`src/rtl/sponge_absorb_ctrl.sv`:
```
// -----------------------------------------------------------------------------
// sponge_absorb_ctrl
//
// Absorb-phase controller for the lightweight sponge constructions. On an
// accepted start it loads the sponge state (c, r, x), then for each message
// block XORs the block into the rate, calls the external permutation F through
// a start/done handshake and latches F's result. An optional 10* pad block is
// appended when the message is not already padded, and the domain bits are
// XORed into the low capacity bits just before the last permutation call when
// finalize is set. Completion is flagged with a one-cycle done pulse.
//
// BWIDTH must equal RWIDTH and NUMBLOCKS must be at least 1. CWIDTH must be at
// least 2, because the domain bits land in c[1:0].
//
// Ports
//   clk                          rising-edge clock
//   reset                        synchronous, active-low reset
//   start                        operation request, sampled only while idle
//   c, r, x                      initial sponge state, loaded on accepted start
//   blocks                       packed message, block i = blocks[i*BWIDTH +: BWIDTH];
//                                read live during each absorb step, so it must
//                                stay stable until done
//   nblocks                      valid block count, clamps to NUMBLOCKS
//   padded                       1 = message already padded, 0 = append pad block
//   finalize                     1 = inject domain before the last F call
//   domain                       domain-separation bits
//   perm_start                   one-cycle request to F
//   perm_c, perm_r, perm_x       F inputs, straight from the state registers
//   perm_cout, perm_rout,
//   perm_xout                    F outputs
//   perm_done                    F result valid (one-cycle pulse)
//   busy                         high in every state except idle
//   done                         one-cycle completion pulse
//   cout, rout, xout             state registers; valid with done, held until
//                                the next accepted start
// -----------------------------------------------------------------------------
module sponge_absorb_ctrl #(
  parameter int unsigned CWIDTH    = 320,
  parameter int unsigned RWIDTH    = 32,
  parameter int unsigned XWIDTH    = 64,
  parameter int unsigned BWIDTH    = 32,
  parameter int unsigned NUMBLOCKS = 4,
  localparam int unsigned NW       = $clog2(NUMBLOCKS + 1)
) (
  input  logic                        clk,
  input  logic                        reset,
  input  logic                        start,
  input  logic [CWIDTH-1:0]           c,
  input  logic [RWIDTH-1:0]           r,
  input  logic [XWIDTH-1:0]           x,
  input  logic [BWIDTH*NUMBLOCKS-1:0] blocks,
  input  logic [NW-1:0]               nblocks,
  input  logic                        padded,
  input  logic                        finalize,
  input  logic [1:0]                  domain,
  output logic                        perm_start,
  output logic [CWIDTH-1:0]           perm_c,
  output logic [RWIDTH-1:0]           perm_r,
  output logic [XWIDTH-1:0]           perm_x,
  input  logic [CWIDTH-1:0]           perm_cout,
  input  logic [RWIDTH-1:0]           perm_rout,
  input  logic [XWIDTH-1:0]           perm_xout,
  input  logic                        perm_done,
  output logic                        busy,
  output logic                        done,
  output logic [CWIDTH-1:0]           cout,
  output logic [RWIDTH-1:0]           rout,
  output logic [XWIDTH-1:0]           xout
);

  // total can reach NUMBLOCKS + 1 (clamped count plus a pad block).
  localparam int unsigned TW = $clog2(NUMBLOCKS + 2);

  typedef enum logic [2:0] {
    StIdle,
    StAbsorb,
    StPerm,
    StWait,
    StDone
  } state_e;

  state_e state_q, state_d;

  logic [CWIDTH-1:0] c_q, c_d;
  logic [RWIDTH-1:0] r_q, r_d;
  logic [XWIDTH-1:0] x_q, x_d;
  logic [TW-1:0]     idx_q, idx_d;
  logic [TW-1:0]     total_q, total_d;
  // Clamped message block count; indices at or above it select the pad block.
  logic [TW-1:0]     nmsg_q, nmsg_d;
  logic              fin_q, fin_d;
  logic [1:0]        dom_q, dom_d;

  // Start-time decode of the requested block count. The padded flag is fully
  // captured by total, so it needs no register of its own.
  logic [TW-1:0] nmsg_in;
  logic [TW-1:0] total_in;

  always_comb begin
    nmsg_in = TW'(nblocks);
    if (nblocks > NW'(NUMBLOCKS)) begin
      nmsg_in = TW'(NUMBLOCKS);
    end
    total_in = nmsg_in + (padded ? TW'(0) : TW'(1));
  end

  // Block for the current absorb step: message block idx, or the 10* pad block.
  logic [BWIDTH-1:0] blk;

  always_comb begin
    blk = BWIDTH'(1);
    for (int unsigned i = 0; i < NUMBLOCKS; i++) begin
      if ((idx_q == TW'(i)) && (idx_q < nmsg_q)) begin
        blk = blocks[i*BWIDTH +: BWIDTH];
      end
    end
  end

  logic last_call;
  assign last_call = (idx_q == (total_q - TW'(1)));

  logic [TW-1:0] idx_inc;
  assign idx_inc = idx_q + TW'(1);

  // Next-state and datapath update.
  always_comb begin
    state_d = state_q;
    c_d     = c_q;
    r_d     = r_q;
    x_d     = x_q;
    idx_d   = idx_q;
    total_d = total_q;
    nmsg_d  = nmsg_q;
    fin_d   = fin_q;
    dom_d   = dom_q;

    unique case (state_q)
      StIdle: begin
        if (start) begin
          c_d     = c;
          r_d     = r;
          x_d     = x;
          idx_d   = '0;
          total_d = total_in;
          nmsg_d  = nmsg_in;
          fin_d   = finalize;
          dom_d   = domain;
          // An empty, already padded message needs no permutation call.
          state_d = (total_in == '0) ? StDone : StAbsorb;
        end
      end

      StAbsorb: begin
        r_d = r_q ^ RWIDTH'(blk);
        if (last_call && fin_q) begin
          c_d[1:0] = c_q[1:0] ^ dom_q;
        end
        state_d = StPerm;
      end

      StPerm: begin
        state_d = StWait;
      end

      StWait: begin
        if (perm_done) begin
          c_d     = perm_cout;
          r_d     = perm_rout;
          x_d     = perm_xout;
          idx_d   = idx_inc;
          state_d = (idx_inc == total_q) ? StDone : StAbsorb;
        end
      end

      StDone: begin
        state_d = StIdle;
      end

      default: begin
        state_d = StIdle;
      end
    endcase
  end

  always_ff @(posedge clk) begin
    if (!reset) begin
      state_q <= StIdle;
      c_q     <= '0;
      r_q     <= '0;
      x_q     <= '0;
      idx_q   <= '0;
      total_q <= '0;
      nmsg_q  <= '0;
      fin_q   <= 1'b0;
      dom_q   <= '0;
    end else begin
      state_q <= state_d;
      c_q     <= c_d;
      r_q     <= r_d;
      x_q     <= x_d;
      idx_q   <= idx_d;
      total_q <= total_d;
      nmsg_q  <= nmsg_d;
      fin_q   <= fin_d;
      dom_q   <= dom_d;
    end
  end

  // Control outputs decode straight from the state register, so reset clears
  // them along with the FSM.
  assign busy       = (state_q != StIdle);
  assign done       = (state_q == StDone);
  assign perm_start = (state_q == StPerm);

  assign perm_c = c_q;
  assign perm_r = r_q;
  assign perm_x = x_q;

  assign cout = c_q;
  assign rout = r_q;
  assign xout = x_q;

endmodule

```
`config.mk`:
```
export PLATFORM = sky130hd
export DESIGN_NAME = sponge_absorb_ctrl
export DESIGN_NICKNAME = d
export VERILOG_FILES = /design/src/rtl/sponge_absorb_ctrl.sv
export SDC_FILE = /design/constraint.sdc
export NUM_CORES = 1
export LEC_CHECK = 0
export BUFFER_PORTS_ARGS = -buffer_cell sky130_fd_sc_hd__buf_4
export CORE_AREA = 2 2 701 703
export CTS_CLUSTER_DIAMETER = 60
export DETAILED_ROUTE_END_ITERATION = 12
export DIE_AREA = 0 0 703 705
export GPL_TIMING_DRIVEN = 0
export HOLD_SLACK_MARGIN = 0.1
export PLACE_DENSITY = 0.3
export SYNTH_ARGS = -nofsm -noshare
export SYNTH_HDL_FRONTEND = slang
export SYNTH_SLANG_ARGS = --single-unit
```
`constraint.sdc`:
```
create_clock -name clk -period 2 [get_ports clk]
set_input_delay 0.4 -clock clk [delete_from_list [all_inputs] [get_ports clk]]
set_output_delay 0.4 -clock clk [all_outputs]
set_load 0.02 [all_outputs]
```
==> impl_results.md, run 1 <==
- Routability cong.: 0.901
- Die height: 705 microns
- Cell mode on critical path: ha_4
- Syn_nets: 4,134
- Gr ovfl total: 0
- Final ANT Viol Nets: 0
- WP data arrival: 3.07 ns
- Setup slack after layout: -0.392 ns
- Critical Path Source: idx_q[1]$_SDFFE_PN0P_
- CTS clk-pin slew, worst paths: 0.05 ns
- Status: complete, but fails checks
- CP Launch Type: register
- Rows: 257
- Pre-CTS setup slack: -2.71 ns
- VDD IR max: 564 uV
- Critical path class: register to register
- Hold_ws: 0.170 ns
- Synth top cells by count: 851 x nand2_1, 431 x dfxtp_1, 418 x buf_4, 416 x nand3_1, 382 x o211a_1
- PwrDens: 896 nW/um^2
- Count leader, synth: nand2_1
- Initial DRC count: 2,324
- Root buffer cell: clkbuf_16
- RSZ-0062 raised after global routing: yes
- Fin util: 0.129
- Synth area leaders: dfxtp_1 35%, o211a_1 15%, nand2_1 13%, buf_4 13%, nand3_1 8.4%
- Reg2reg setup slack: -0.39 ns
- Hold Path Class: input port to register
- CTS max path bufs: 4
- FFs w/ async S/R, synth: 0
- Top delay family on crit path: compound AO/OA/AOI/OAI gates
- Crit path to: perm_r[29]$_SDFFE_PN0P_
- Initial Util: 0.0507
- Setup Viol. Count Final: 169
- Core area: 488,000 sq um
- Reg-to-Reg Start: idx_q[1]$_SDFFE_PN0P_
- Reg2reg end: perm_r[29]$_SDFFE_PN0P_
- Via count: 36,740
- Gate count after technology mapping: 3,153
- Max frequency: 418 MHz
- Final HPWL DP: 345,000 microns
- Max incr delay on CP: 0.37 ns
- Vias in the first global route: 36,622
- Synth area leader: dfxtp_1
- CP required: 2.68 ns
- Yosys reg bits: 431
- CP max stage cell: dfxtp_4
- Wire per inst: 30.5 microns
- Worst reg2reg path depth: 9
- Number of synthesized flops with an enable pin: 0
- Number of buffers added on ports: 1,805
- Static Leak: 30.6 nW
- Min cycle time layout: 2.39 ns
- Unique masters post-synth: 46
- I/O pin cnt: 1,806
- Failing checks: negative setup slack
- H-tree Lvls: 3
- Post-synthesis area per instance: 7.85 sq um
- CP Max Fanout: 5
- Mapped Area: 24,800 sq um
- Width of the die: 703 microns
- TritonCTS clock tree: yes
- WP buf/inv: 2
- Routed wire length: 386,000 microns
- Number of cells on the critical path: 9
- Tightest Pin Transition: 1.26 ns
- Initial antenna violation count: 249
- Nets@finish: 6,989
- CTS Buf Count: 94
- TritonRoute pass-1 iters: 6
- Main synth FF type: dfxtp_1
- Die Area: 496,000 sq um
- Final period utilization: 1.20
- Slew headroom: 0.161
- Crit. End Element: register
- # DRC: 0
- Worst-skew pair later-pin latency: 0.81 ns
- CP cell instances: ha_4 -> ha_4 -> or2_1 -> buf_6 -> buf_8 -> a221o_1 -> a21oi_4 -> o21ai_1 -> a211o_1
- Fraction of layout cells with a size suffix above 1: 0.485
- CTS Sinks: 431
- Final hold violation count: 0
- Sequential element share of the synthesized area: 0.349
- Largest net degree at the start of global routing: 14
- Count of pins over their slew limit: 0
- Global-route wire length before repair: 467,000 microns
- Via-to-Cell Ratio: 2.91
- Area grow syn2layout: 155%
- Clock Skews: 0.0665 ns
- YS warnings: 0
- Post-synth top area share: 0.349
- Max-cap violations: 0
- Tot GR Track Use: 0.149
[through the flow]
stage	instance area (sq um)	cells	setup TNS [ns]	power (mW)
CTS	62200	12536	-61.32	57.7
floorplan	24800	3153	-1.97	21.4
finish	63100	12645	-15.61	56.5
global placement	46400	11433	-1094.42	35.9
detailed placement	46600	11439	-719.62	35.9
global route	63000	12592	-52.66	59.1
[flip-flops by register name (all words and copies together) (netlist names)]
signal   count
dom_q        2
state_q      3
idx_q        3
perm_x      64
fin_q        1
nmsg_q       3
perm_r      32
total_q      3
cout       320
[cell type report]
class / count / area, sq um
Multi-Input combinational cell: 1995 / 12700
Clock inverter: 47 / 528
Antenna cell: 93 / 233
Clock buffer: 118 / 2580
Buffer: 676 / 5710
Tap cell: 6475 / 8100
Inverter: 41 / 156
Timing Repair Buffer: 2769 / 24300
Fill cell: 56469 / 425000
Sequential cell: 431 / 8760
[cell families (layout without fill, tap and decap cells)]
| group | Yosys count | count (layout) | synth area share |
|---|---|---|---|
| adder cells (fa/ha/maj) | 10 | 10 | 0.00505 |
| other | 0 | 93 | 0 |
| AO/OA/AOI/OAI | 606 | 606 | 0.218 |
| XOR/XNOR | 6 | 6 | 0.00268 |
| AND/OR/NAND/NOR | 1373 | 1373 | 0.243 |
| buffers and inverters | 727 | 3651 | 0.183 |
| flip-flops | 431 | 431 | 0.349 |
[timing repair]
action                                 4_1_cts  5_1_grt
endpoints found under the hold margin      423        0
setup endpoints to repair                  778      684
buffers inserted                            92       19
pin swaps                                   52       39
gates resized for setup                    692      194
hold buffers                               829        0
gates cloned                                20        1
[where the power goes]
part	internal, mW	switching, mW
sequential	10.2	2.30
clock	9.97	6.37
combinational	12.1	15.5
[layer usage]
| metal | up-vias | part of all wire | global-route usage |
|---|---|---|---|
| met4 | 128 | 0.040 | 0.0482 |
| met1 | 17895 | 0.41 | 0.180 |
| met3 | 579 | 0.080 | 0.0465 |
| li1 | 16402 | - | - |
| met5 | - | 0.0022 | 0 |
| met2 | 1736 | 0.47 | 0.250 |
[cells in the final DEF, fill, tap and decap left out, drive strengths merged, types with 6 or more instances in the layout]
cell type	instances
ha	10
nor2b	8
inv	52
a211o	32
a21boi	14
buf	2525
nor3	7
a21oi	99
a221o	31
nor3b	35
bufinv	6
diode	93
dlygate4sd3	829
clkinv	24
clkbuf	209
nand2	852
nor2	9
nand3	416
o211a	382
nand3b	31
o21ai	36
dfxtp	431
clkinvlp	6
[worst reg2reg max path: stages (launching register included)]
cell and delay, ns:
dfxtp_4 0.37, ha_4 0.17, ha_4 0.15, or2_1 0.23, buf_6 0.15, buf_8 0.14, a221o_1 0.33, a21oi_4 0.34
o21ai_1 0.11, a211o_1 0.27
[worst min-delay path by stage]
stage,startpoint,to,cells past startpoint
finish,reset,perm_r[31]$_SDFFE_PN0P_,4
detailed placement,nmsg_q[1]$_SDFFE_PN0P_,nmsg_q[1]$_SDFFE_PN0P_,2
CTS,reset,perm_r[31]$_SDFFE_PN0P_,4
global route,r[5],perm_r[5]$_SDFFE_PN0P_,4
floorplan,nmsg_q[0]$_SDFFE_PN0P_,nmsg_q[0]$_SDFFE_PN0P_,2
global placement,nmsg_q[0]$_SDFFE_PN0P_,nmsg_q[0]$_SDFFE_PN0P_,2
No activity file was read; power rests on OpenSTA's default activity.
==> run 2: changes to the inputs <==
--- a/config.mk
+++ b/config.mk
@@ -10,9 +10,9 @@
 export CTS_CLUSTER_DIAMETER = 60
 export DETAILED_ROUTE_END_ITERATION = 12
 export DIE_AREA = 0 0 703 705
-export GPL_TIMING_DRIVEN = 0
 export HOLD_SLACK_MARGIN = 0.1
 export PLACE_DENSITY = 0.3
+export SETUP_SLACK_MARGIN = 0.02
 export SYNTH_ARGS = -nofsm -noshare
 export SYNTH_HDL_FRONTEND = slang
 export SYNTH_SLANG_ARGS = --single-unit
==> run 2 against run 1 <==
- the flow still finishes with violations (negative setup slack)
- setup slack better by 0.25 ns
- utilization down 0.33 points
- clock power up 7%
- routed wire length down 6.5%
- first-iteration DRC count down 4.5%
- sequential share of layout area up 0.49 points
- die area unchanged
- critical path depth up 3
- combinational power down 7.6%
- maximum frequency up 11%
- sequential power about the same
- count of clock-buffer cells in the layout up 5
- critical path type unchanged
- critical endpoint is now cout[143]$_SDFFE_PN0P_
- largest cell class unchanged
==> impl_results.md, run 2 (synthesized netlist as in run 1, its figures left out) <==
- Hold path cells: 5 (+1)
- Crit. End Element: register
- Min cycle time layout: 2.15 ns (-0.246 ns)
- Max-cap violations: 0 (unchanged)
- Fraction of layout cells with a size suffix above 1: 0.489 (+0.00310)
- Max frequency: 466 MHz (+11%)
- Overall power: 55.7 mW (-1.4%)
- Area grow syn2layout: 148%
- Rows: 257 (unchanged)
- Power share of the sequential group: 0.226 (+0.005)
- Most common cell after layout, fill and taps aside: buf_4
- Switch share: 0.422 (-0.00647)
- TritonRoute pass-1 iters: 7 (+1)
- Final hold violation count: 0 (unchanged)
- Global-route wire length before repair: 430,000 microns (-7.9%)
- Final period utilization: 1.07 (-0.123)
- CTS clk-pin slew, worst paths: 0.06 ns (about the same)
- CP required: 2.71 ns (+0.03 ns)
- Comb pwr share: 0.460 (-0.029)
- Root buffer cell: clkbuf_16
- Switch Pwr: 23.5 mW (-2.8%)
- Core area: 488,000 sq um (unchanged)
- Setup Viol. Count Final: 307 (+82%)
- Setup slack after layout: -0.146 ns (+0.246 ns)
- Count of pins over their slew limit: 0 (unchanged)
- Critical path class: register to register
- Largest net degree at the start of global routing: 75 (+61)
- Status: complete, but fails checks
- WP data arrival: 2.85 ns (-0.22 ns)
- Via-to-Cell Ratio: 2.85 (-2.0%)
- RSZ-0062 raised after global routing: yes
- Hold Path Class: input port to register
- Reg area: 8840 sq um (+0.87%)
- CP Launch Type: register
- Static Leak: 29.0 nW (-5.1%)
- Placed cells: 11,000 (-3.8%)
- Tightest Pin Transition: 0.830 ns (-0.428 ns)
- Reg-to-Reg Start: state_q[0]$_SDFFE_PN0P_
- Slew headroom: 0.445 (+0.284)
- Width of the die: 703 microns (unchanged)
- Die height: 705 microns (unchanged)
- Internal Power: 32.2 mW (-0.24%)
- VDD IR max: 676 uV (+20%)
- # DRC: 0 (unchanged)
- Via count: 34,866 (-5.1%)
- Reg2reg setup slack: -0.15 ns (+0.25 ns)
- Filler Cells Inserted: 56,283 (-0.33%)
- CP Max Fanout: 6 (+1)
- TritonCTS clock tree: yes
- Gr ovfl total: 0 (unchanged)
- Reg2reg end: cout[143]$_SDFFE_PN0P_
- Worst-skew pair later-pin latency: 0.85 ns (+0.04 ns)
- Final cell count without fillers: 12,250 (-3.1%)
- Area of the multi-input gates: 13,100 sq um (+2.8%)
- Number of buffers added on ports: 1,805 (unchanged)
- Clk network pwr share: 0.314 (+0.025)
- PwrDens: 907 nW/um^2 (+1.2%)
- Final ANT Viol Nets: 0 (unchanged)
- Most frequent cells in the layout: 1,914 x buf_4, 850 x nand2_1, 832 x dlygate4sd3_1
- Worst reg2reg path depth: 12 (+3)
- I/O pin cnt: 1,806 (unchanged)
- Die Area: 496,000 sq um (unchanged)
- Max reg flops: 320 (unchanged)
- Initial DRC count: 2,219 (-4.5%)
- Wire per inst: 29.5 microns (-3.5%)
- Final HPWL DP: 317,000 microns (-8.1%)
- Nets@finish: 6,572 (-6.0%)
- Tot GR Track Use: 0.137 (-0.0124)
- CTS Buf Count: 100 (+6.4%)
- Initial Util: 0.0507 (unchanged)
- Routed wire length: 361,000 microns (-6.5%)
- Clock Skews: 0.0632 ns (-0.00329 ns)
- Vias in the first global route: 34,018 (-7.1%)
- CTS Sinks: 431 (unchanged)
- Hold path start: r[26]
- Failing checks: negative setup slack
- Initial antenna violation count: 290 (+16%)
- H-tree Lvls: 3 (unchanged)
- CTS max path bufs: 4 (unchanged)
- WHS Endpoint: perm_r[26]$_SDFFE_PN0P_
- Routability cong.: 0.879 (-2.4%)
## run 2: power by group through the flow
stage	combinational, mW	clock [mW]	sequential [mW]
2_1_floorplan	8.15	0	13.2
3_3_place_gp	20.8	0	12.6
3_5_place_dp	20.7	0	12.6
4_1_cts	24.4	18.2	12.7
5_1_grt	27.1	18.4	12.8
6_report	25.6	17.5	12.6
## run 2: layout make-up
class | count | area share
Sequential cell | 431 | 0.144
Inverter | 41 | 0.00250
Antenna cell | 103 | 0.00419
Multi-Input combinational cell | 1995 | 0.213
Clock buffer | 123 | 0.0439
Timing Repair Buffer | 3022 | 0.450
Clock inverter | 60 | 0.0115
Tap cell | 6475 | 0.132
## run 2: how the worst max path moves through the flow
stage	to	startpoint	depth (start not counted)	slack, ns
after floorplan	perm_r[10]$_SDFFE_PN0P_	idx_q[0]$_SDFFE_PN0P_	10	-0.07
after global placement	perm_r[30]$_SDFFE_PN0P_	idx_q[1]$_SDFFE_PN0P_	9	-0.27
after detailed placement	perm_r[30]$_SDFFE_PN0P_	idx_q[1]$_SDFFE_PN0P_	9	-0.26
after CTS	perm_start	state_q[0]$_SDFFE_PN0P_	4	-0.24
after global routing	cout[257]$_SDFFE_PN0P_	state_q[0]$_SDFFE_PN0P_	12	-0.23
final	cout[143]$_SDFFE_PN0P_	state_q[0]$_SDFFE_PN0P_	12	-0.15
## run 2: per-layer routing
| layer | track usage | up-vias | share of wire |
|---|---|---|---|
| met5 | 0 | - | 0.0020 |
| met1 | 0.163 | 16965 | 0.40 |
| met3 | 0.0483 | 562 | 0.089 |
| li1 | - | 15585 | - |
| met4 | 0.0306 | 116 | 0.030 |
| met2 | 0.234 | 1638 | 0.48 |
## run 2: per-stage QoR
step / worst slack [ns] / TNS [ns] / utilization / hold WS, ns / area (sq um)
final: -0.146 / -13.34 / 0.126 / 0.177 / 61500
after global routing: -0.226 / -43.08 / 0.126 / 0.142 / 61300
after floorplan: -0.0731 / -1.97 / - / 0.439 / 24800
after CTS: -0.238 / -31.67 / 0.120 / 0.101 / 58300
after detailed placement: -0.258 / -13.57 / 0.0915 / 0.469 / 44700
after global placement: -0.273 / -11.80 / 0.0915 / 0.454 / 44700
## run 2: repair_timing
item                                   in CTS  in global routing
setup buffers                              24                 67
setup endpoints to repair                 493                468
pin swaps                                  25                 73
endpoints found under the hold margin     428                  1
resized for setup                         347                394
gates cloned                               24                 34
hold buffers                              830                  2
## run 2: critical path, stage by stage (launching register included)
cell and delay [ns]:
dfxtp_2 0.33, buf_6 0.13, buf_6 0.11, nor3b_4 0.21, nor2_2 0.08, nor2_4 0.10
buf_12 0.18, buf_16 0.22, buf_4 0.18, clkbuf_16 0.15, clkbuf_16 0.14, nand3_1 0.06
o211a_1 0.13
